## src/rtl/ppu_quant_if.sv

```systemverilog
// Streaming port bundle between the array controller (master) and the PPU
// requantiser (slave): int32 psum words in, packed uint8 ofmap words out.
interface ppu_quant_if #(
  parameter int LANES = 4,
  parameter int WORDS = 64
);
  localparam int AW = (WORDS > 1) ? $clog2(WORDS) : 1;

  logic                  i_clear;
  logic                  i_en;
  logic [32*LANES-1:0]   i_data;
  logic [4:0]            i_shift;
  logic                  i_mode;
  logic                  o_valid;
  logic [8*LANES-1:0]    o_data;
  logic [AW-1:0]         o_addr;
  logic                  o_done;

  modport master (
    output i_clear, i_en, i_data, i_shift, i_mode,
    input  o_valid, o_data, o_addr, o_done
  );

  modport slave (
    input  i_clear, i_en, i_data, i_shift, i_mode,
    output o_valid, o_data, o_addr, o_done
  );
endinterface

```

## src/rtl/ppu_quant.sv

```systemverilog
// Post-processing unit: ReLU, rounding right-shift requant, int8 saturation and
// optional 2:1 max-pool, three register stages, writing ofmap words to the GLB.
module ppu_quant #(
  parameter int LANES = 4,
  parameter int WORDS = 64
) (
  input  logic           clk,
  input  logic           rst,
  ppu_quant_if.slave     bus
);
  localparam int AW = (WORDS > 1) ? $clog2(WORDS) : 1;
  localparam int CW = $clog2(WORDS + 1);

  logic [CW-1:0]               in_cnt;
  logic [CW-1:0]               out_cnt;
  logic [CW-1:0]               out_target;
  logic                        mode_q;
  logic                        accept;
  logic                        mode_now;

  logic                        s1_valid;
  logic                        s1_emit;
  logic                        s1_pair;
  logic [4:0]                  s1_shift;
  logic [LANES-1:0][30:0]      s1_data;

  logic                        s2_valid;
  logic                        s2_emit;
  logic                        s2_pair;
  logic [LANES-1:0][32:0]      s2_data;

  logic [LANES-1:0][30:0]      relu;
  logic [LANES-1:0][32:0]      rnd;
  logic [LANES-1:0][7:0]       sat;
  logic [LANES-1:0][7:0]       merged;
  logic [LANES-1:0][7:0]       pool;
  logic [LANES-1:0][7:0]       out_data;
  logic                        out_valid;
  logic [AW-1:0]               out_addr;
  logic                        done;

  assign accept     = bus.i_en && !bus.i_clear && (in_cnt < CW'(WORDS));
  // word 0 of a frame uses the live mode bit; the rest use the latched copy
  assign mode_now   = (in_cnt == '0) ? bus.i_mode : mode_q;
  assign out_target = mode_q ? CW'(WORDS / 2) : CW'(WORDS);

  always_comb begin
    relu   = '0;
    rnd    = '0;
    sat    = '0;
    merged = '0;
    for (int k = 0; k < LANES; k++) begin
      relu[k]   = bus.i_data[32*k+31] ? 31'd0 : bus.i_data[32*k +: 31];
      // 33-bit sum keeps the half-LSB rounding term from overflowing
      rnd[k]    = ({2'b00, s1_data[k]}
                   + ((s1_shift == 5'd0) ? 33'd0 : (33'd1 << (s1_shift - 5'd1))))
                  >> s1_shift;
      sat[k]    = (s2_data[k] > 33'd127) ? 8'd127 : s2_data[k][7:0];
      merged[k] = (s2_pair && (pool[k] > sat[k])) ? pool[k] : sat[k];
    end
  end

  always_ff @(posedge clk) begin
    if (rst) begin
      s1_emit  <= 1'b0;
      s1_pair  <= 1'b0;
      s1_shift <= '0;
      s1_data  <= '0;
      s2_emit  <= 1'b0;
      s2_pair  <= 1'b0;
      s2_data  <= '0;
    end else begin
      s1_emit  <= !mode_now || in_cnt[0];
      s1_pair  <= mode_now && in_cnt[0];
      s1_shift <= bus.i_shift;
      s1_data  <= relu;
      s2_emit  <= s1_emit;
      s2_pair  <= s1_pair;
      s2_data  <= rnd;
    end
  end

  always_ff @(posedge clk) begin
    if (rst) begin
      in_cnt    <= '0;
      out_cnt   <= '0;
      mode_q    <= 1'b0;
      s1_valid  <= 1'b0;
      s2_valid  <= 1'b0;
      out_valid <= 1'b0;
      out_data  <= '0;
      out_addr  <= '0;
      pool      <= '0;
      done      <= 1'b0;
    end else if (bus.i_clear) begin
      in_cnt    <= '0;
      out_cnt   <= '0;
      s1_valid  <= 1'b0;
      s2_valid  <= 1'b0;
      out_valid <= 1'b0;
      out_addr  <= '0;
      done      <= 1'b0;
    end else begin
      if (accept) begin
        in_cnt <= in_cnt + CW'(1);
        if (in_cnt == '0) mode_q <= bus.i_mode;
      end
      s1_valid  <= accept;
      s2_valid  <= s1_valid;
      out_valid <= s2_valid && s2_emit;
      if (s2_valid) begin
        if (s2_emit) out_data <= merged;
        else         pool     <= sat;
      end
      // address stops on the last word of the frame instead of wrapping
      if (out_valid) begin
        out_cnt <= out_cnt + CW'(1);
        if (out_cnt + CW'(1) == out_target) done     <= 1'b1;
        else                                out_addr <= out_addr + AW'(1);
      end
    end
  end

  assign bus.o_valid = out_valid;
  assign bus.o_data  = out_data;
  assign bus.o_addr  = out_addr;
  assign bus.o_done  = done;
endmodule

```

## src/flat_wrapper.sv

```systemverilog
// flat-port wrapper written by rule: the top's interface ports become plain ports
module ppu_quant_flat 
#(
  parameter int LANES = 4,
  parameter int WORDS = 64
)
  (clk, rst, bus_i_clear, bus_i_en, bus_i_data, bus_i_shift, bus_i_mode, bus_o_valid, bus_o_data, bus_o_addr, bus_o_done);
  ppu_quant_if #(.LANES(LANES), .WORDS(WORDS)) bus_i ();
  input  logic clk;
  input  logic rst;
  input wire logic [$bits(bus_i.i_clear)-1:0] bus_i_clear;
  input wire logic [$bits(bus_i.i_en)-1:0] bus_i_en;
  input wire logic [$bits(bus_i.i_data)-1:0] bus_i_data;
  input wire logic [$bits(bus_i.i_shift)-1:0] bus_i_shift;
  input wire logic [$bits(bus_i.i_mode)-1:0] bus_i_mode;
  output wire logic [$bits(bus_i.o_valid)-1:0] bus_o_valid;
  output wire logic [$bits(bus_i.o_data)-1:0] bus_o_data;
  output wire logic [$bits(bus_i.o_addr)-1:0] bus_o_addr;
  output wire logic [$bits(bus_i.o_done)-1:0] bus_o_done;
  assign bus_i.i_clear = bus_i_clear;
  assign bus_i.i_en = bus_i_en;
  assign bus_i.i_data = bus_i_data;
  assign bus_i.i_shift = bus_i_shift;
  assign bus_i.i_mode = bus_i_mode;
  assign bus_o_valid = bus_i.o_valid;
  assign bus_o_data = bus_i.o_data;
  assign bus_o_addr = bus_i.o_addr;
  assign bus_o_done = bus_i.o_done;
  ppu_quant #(.LANES(LANES), .WORDS(WORDS)) u_core (.clk(clk), .rst(rst), .bus(bus_i));
endmodule
```

## config.mk

```make
export PLATFORM = sky130hd
export DESIGN_NAME = ppu_quant_flat
export DESIGN_NICKNAME = d
export VERILOG_FILES = /design/src/rtl/ppu_quant_if.sv /design/src/rtl/ppu_quant.sv /design/src/flat_wrapper.sv
export SDC_FILE = /design/constraint.sdc
export NUM_CORES = 1
export LEC_CHECK = 0
export BUFFER_PORTS_ARGS = -buffer_cell sky130_fd_sc_hd__buf_2
export CORE_ASPECT_RATIO = 1.1
export CORE_MARGIN = 2
export CORE_UTILIZATION = 50
export DETAILED_ROUTE_END_ITERATION = 16
export GPL_TIMING_DRIVEN = 0
export PLACE_DENSITY = 0.72
export RECOVER_POWER = 25
export SYNTH_ARGS = -nofsm -noshare
export SYNTH_HDL_FRONTEND = slang
export SYNTH_SLANG_ARGS = --single-unit
```

## constraint.sdc

```tcl
create_clock -name clk -period 9.8 [get_ports clk]
set_input_delay 0.98 -clock clk [delete_from_list [all_inputs] [get_ports clk]]
set_output_delay 0.98 -clock clk [all_outputs]
set_load 0.005 [all_outputs]
```

==> Word level (Yosys, flattened, before mapping) <==
Cells that the tools add are included.
{ "totals": {"ff_bits": 354, "inputBits": 138, "output_inout_bits": 40} }
{ "classes": {"n_addsub": 8, "magnitude_cmp": 9, "eq_ne": 1, "shift": 5, "mux": 11, "n_bitwise": 3, "reduce_logical": 23} }
{ "op_table": {"columns": ["cell", "count"], "rows": [
  ["$add A31 B33 Y33", 4],
  ["$gt A33 B7 Y1 const B", 4],
  ["$shr A33 B5 Y33", 4],
  ["$mux W8", 8],
  ["$mux W33", 1],
  ["$shl A1 B5 Y33 const A", 1],
  ["$gt A8 B8 Y1", 4],
  ["$add A7 B1 Y7 const B", 2],
  ["$reduce_or A2 Y1", 5],
  ["$logic_and A1 B1 Y1", 8],
  ["$eq A7 B7 Y1", 1],
  ["$logic_not A7 Y1", 1],
  ["$lt A7 B7 Y1 const B", 1],
  ["$mux W7", 1],
  ["$add A6 B1 Y6 const B", 1],
  ["$reduce_and A2 Y1", 3],
  ["$reduce_and A3 Y1", 2],
  ["$logic_not A5 Y1", 1],
  ["$sub A5 B1 Y5 const B", 1],
  ["$not A1 Y1", 3],
  ["$logic_not A1 Y1", 2],
  ["$logic_or A1 B1 Y1", 1],
  ["$mux W1", 1]
]} }

==> Depth between registers and ports, before layout <==
{ "depth": {"word_depth": 5, "ltp_mapped": 25, "mapped_depth_nobuf": 16} }

==> Worst setup path after synthesis <==
Ideal clock, no wire load.
{ "synth_timing": {"path_type": "register -> register", "from": "register u_core.s1_shift[0]", "to": "register u_core.s2_data[72] in the netlist's numbering", "setup_time_ns": 0.132, "t_arrival_ns": 5.796, "t_required_ns": 9.668, "slack_ns": 3.872, "path_stages_with_launch": 26, "period_less_slack_ns": 5.928, "path_cell_list": "dfxtp_1 -> buf_2 -> buf_2 -> buf_2 -> buf_2 -> buf_1 -> clkbuf_1 -> clkbuf_1 -> buf_1 -> clkbuf_1 -> nand2_1 -> nor3_1 -> ha_1 -> clkbuf_1 -> nand2_1 -> o21ai_0 -> and3_1 -> clkbuf_1 -> nor2_1 -> a311oi_2 -> mux2i_1 -> nand2_1 -> mux4_2 -> and2_1 -> o211ai_1 -> o211ai_1"} }
{ "synth_via": {"elab_chain_len": 5} }
{ "synth_rtl": {"columns": ["element", "line", "text"], "rows": [
  ["from (decl)", "ppu_quant.sv:24", "logic [4:0] s1_shift;"],
  ["from (signal assigned)", "ppu_quant.sv:75", "s1_shift <= bus.i_shift;"],
  ["$sub A5 B1 Y5", "ppu_quant.sv:56", "+ ((s1_shift == 5'd0) ? 33'd0 : (33'd1 << (s1_shift - 5'd1))))"],
  ["$shl A1 B5 Y33", "ppu_quant.sv:56", null],
  ["$mux W33", "ppu_quant.sv:56", null],
  ["$add A31 B33 Y33", "ppu_quant.sv:56", null],
  ["$shr A33 B5 Y33 (*)", "ppu_quant.sv:55", "rnd[k] = ({2'b00, s1_data[k]}"],
  ["to (signal assigned)", "ppu_quant.sv:79", "s2_data <= rnd;"],
  ["to (decl)", "ppu_quant.sv:30", "logic [LANES-1:0][32:0] s2_data;"]
]} }
Every way passes the cells marked *; elsewhere a longest branch is shown, timed or not.
A chain may end at the register's enable or synchronous reset.

==> Final worst setup path <==
{ "layout_timing": {"from": "register u_core.s1_shift[0]", "to": "register u_core.s2_data[70] in the netlist's numbering"} }
The elaborated chain is that of the path after synthesis.

==> results_dict.tcl <==
set metrics [dict create \
    cts_tree "yes" \
    post-route-period-util_pct 99.0 \
    worstHoldStart "u_core.s1_valid" \
    drt_iter0_markers 4563 \
    worstMarginPinSlew_ps 1760 \
    cts_hold_repair.buffers 0 \
    grt_overflow 0 \
    gp_congestion 1.11 \
    area_growth_pct 11.5 \
    fp.dieArea_um2 57200 \
    rsz0062_at_grt "false" \
    ctsRootBufferMaster "clkbuf_16" \
    yosysSeqAreaShare_pct 25.6 \
    placed_cells 4491 \
    fin_cells 4561 \
    cp_common_cell "buf_2" \
    status "finished with violations" \
    drc 0 \
    syn_avg_cell_area_um2 7.74 \
    slowest_stage "buf_1" \
    post_cts_buffers 0 \
    seq_power_share_pct 39.9 \
    post_drt_wl_per_cell_um 29.7 \
    r2r_start "u_core.s1_shift[0]" \
    p_sw_share_pct 31.4 \
    grt_pass1_vias 28900 \
    nets 4074 \
    cts_inserted_buffers 38 \
    relSlewSlack_pct -17.2 \
    die_w_um 228 \
    hold_ws_ps 414 \
    maxSlewViolCount 26 \
    die_h_um 251 \
    cp-startpoint "u_core.s1_shift[0]" \
    grt_pass1_wl_um 194000 \
    row_count 90 \
    grt_max_degree 15 \
    layout-drive-gt1-share_pct 10.0 \
    fin_tns_setup_ps 0 \
    cap_violations 4 \
    antenna_found_initial 1 \
    port_buffers 177 \
    io_pins 178 \
    endpoint_kind "register" \
    synthArstFlopShare_pct 0 \
    clkSinkCount 354 \
    cp_data_arrival_time_ps 10140 \
    ctsResizeCount 3 \
    switchingPower_uw 1210 \
    wl_met3_um 16500 \
    max-clock-path-buffers 3 \
    dp_hpwl_um 107000 \
    leakage_uw 0.0125 \
    cp_max_fo 10 \
    initial_core_util_pct 50.5 \
    drtPass1Iterations 9 \
    clk_latency_ps 600 \
    cp-start-kind "register" \
    synth_cells 3570 \
    dr.max_layer_used "met5" \
    routed_wl_um 135000 \
    crit_type "reg -> reg" \
    violations "max-capacitance violations, max-slew violations" \
    finish.utilization_pct 56.3 \
    via_per_inst 6.84 \
    met2_wirelength_um 56100 \
    power.share.clock_pct 39.0 \
    path_clk_slew_ps 60 \
    setup_viol 0 \
    syn-cell-area_um2 27600 \
    synth_edf_count 0 \
    ir_worst_vdd_v 0.000142 \
    coreArea_um2 54700 \
    synth_flop_cell "dfxtp_1" \
    hold_viol_final 0 \
    min_period_ps 9700 \
    ys_seq_elements 354 \
    met1_length_um 50100 \
    postLayoutCellArea_um2 30800 \
    cp.required_ps 10230 \
    vias 31200 \
    ys.warnings.count 0 \
    power_frac_comb_pct 21.1 \
    htreeDepth 2 \
    placed_area_um2 29500 \
    hp-class "reg -> reg" \
    fin_worst_skew_ps 20.5 \
    powerDensity_nw_per_um2 124 \
    p_int_uw 2630 \
    fill_cells 5380 \
    max_freq_mhz 103 \
    grt_usage_pct 45.7 \
    ys_types 116 \
    max_stage_delay_ps 710 \
    antenna_left 0 \
]
==> cell usage after synthesis (41+ instances only) <==
library cell | instances | area share (%)
a31oi_1 | 49 | 1.1
clkbuf_1 | 199 | 2.7
nor4_1 | 41 | 0.93
nand2_1 | 284 | 3.9
xnor2_1 | 84 | 2.7
o211ai_1 | 54 | 1.5
a21o_1 | 52 | 1.4
o21ai_0 | 201 | 3.6
a21oi_1 | 262 | 4.7
inv_1 | 48 | 0.65
mux2i_1 | 100 | 3.6
xor2_1 | 52 | 1.6
nand4_1 | 58 | 1.3
nor3_1 | 78 | 1.4
a211oi_1 | 82 | 2.2
nand3_1 | 86 | 1.6
dfxtp_1 | 354 | 26
o22ai_1 | 45 | 1.0
ha_1 | 140 | 6.3
and2_1 | 201 | 4.5
nor2_1 | 389 | 5.3
==> critical path, delay by kind of cell (launching register included) <==
kind            cells  cell delay [ps]
mux                 3              990
compound gates      4             1500
simple gates        6             1130
buf+inv            12             5370
fa+ha+maj           1              150
flops               1              370
==> final timing paths <==
kind              slack (ps)  depth (start not counted)                 end
setup reg to reg         100                         26  u_core.s2_data[70]
hold / removal           410                          2     u_core.s2_valid
setup / recovery         100                         26  u_core.s2_data[70]
hold reg to reg          410                          2     u_core.s2_valid
==> layer usage <==
metal / vias up / track usage [%]
met3: 696 / 11.8
met2: 2424 / 68.8
met5: - / 0
met4: 2 / 34.6
li1: 13800 / -
met1: 14300 / 56.2
==> per-stage QoR <==
step | setup slack, ps | power [µW]
floorplan | 3870 | 2000
global placement | -1690 | 2310
detailed placement | -821 | 2310
CTS | 183 | 3790
global route | 183 | 3930
finish | 95.7 | 3840
==> logic make-up (layout without fill, tap and decap cells) <==
| family | Yosys count | after routing | share of synthesized area, % |
|---|---|---|---|
| AOI/OAI and AO/OA | 1119 | 1119 | 27.7 |
| xor gates and xnor gates | 137 | 137 | 4.37 |
| adders and majority gates | 143 | 143 | 6.45 |
| buffers and inverters | 300 | 548 | 4.24 |
| DFF | 354 | 354 | 25.6 |
| muxes | 159 | 159 | 6.85 |
| other | 2 | 9 | 0.0272 |
| and+or+nand+nor | 1356 | 1356 | 24.7 |
==> flip-flops by register name (all words and copies together), names as in the netlist <==
signal and count:
u_core.s1_data 124, u_core.s1_valid 1, u_core.out_cnt 7, u_core.bus.o_valid 1, u_core.s2_valid 1, u_core.bus.o_done 1
u_core.s1_emit 1, u_core.s1_shift 5, u_core.bus.o_addr 6, u_core.pool 32, u_core.s2_pair 1, u_core.s2_emit 1
u_core.bus.o_data 32, u_core.s2_data 132, u_core.in_cnt 7, u_core.mode_q 1, u_core.s1_pair 1
==> power by group through the flow <==
stage                     registers (µW)  logic (µW)  clock network, µW
final                               1530         810               1500
after global routing                1530         831               1570
after CTS                           1530         755               1510
after detailed placement            1560         750                  0
after global placement              1560         756                  0
after floorplan                     1550         458                  0
==> cell usage in the layout (no fill, tap or decap), types with 19 or more instances in the layout <==
master	Yosys	layout
o22ai_1	45	45
clkbuf_16	0	39
clkbuf_1	199	223
and2_0	1	22
nand3_1	86	86
nor2b_1	34	34
inv_1	48	48
and2_1	201	180
xor2_1	52	52
o21ai_0	201	200
mux2i_1	100	100
nand2b_1	27	27
buf_1	28	28
mux2_2	38	38
buf_2	19	177
o211ai_1	54	54
a211oi_1	82	81
a31oi_1	49	49
a21oi_1	262	262
ha_1	140	140
nor4_1	41	41
nor2_1	389	388
dfxtp_1	354	354
nand4_1	58	58
and4_1	19	19
nand2_1	284	284
a22oi_1	22	22
nor3_1	78	77
xnor2_1	84	84
mux4_2	20	20
o21a_1	38	38
and3_1	32	32
a21o_1	52	52
or3_1	21	21
==> final cells by class <==
| cell class | instances | area [µm²] | share of cell area (%) |
|---|---|---|---|
| Antenna cell | 1 | 2.50 | 0.00812 |
| Buffer | 250 | 987 | 3.20 |
| Clock buffer | 52 | 1080 | 3.52 |
| Clock inverter | 16 | 223 | 0.723 |
| Inverter | 50 | 188 | 0.609 |
| Multi-Input combinational cell | 2922 | 19400 | 63.0 |
| Sequential cell | 354 | 7090 | 23.0 |
| Tap cell | 736 | 921 | 2.99 |
| Timing Repair Buffer | 180 | 895 | 2.90 |
No activity file was read; power rests on OpenSTA's default activity.
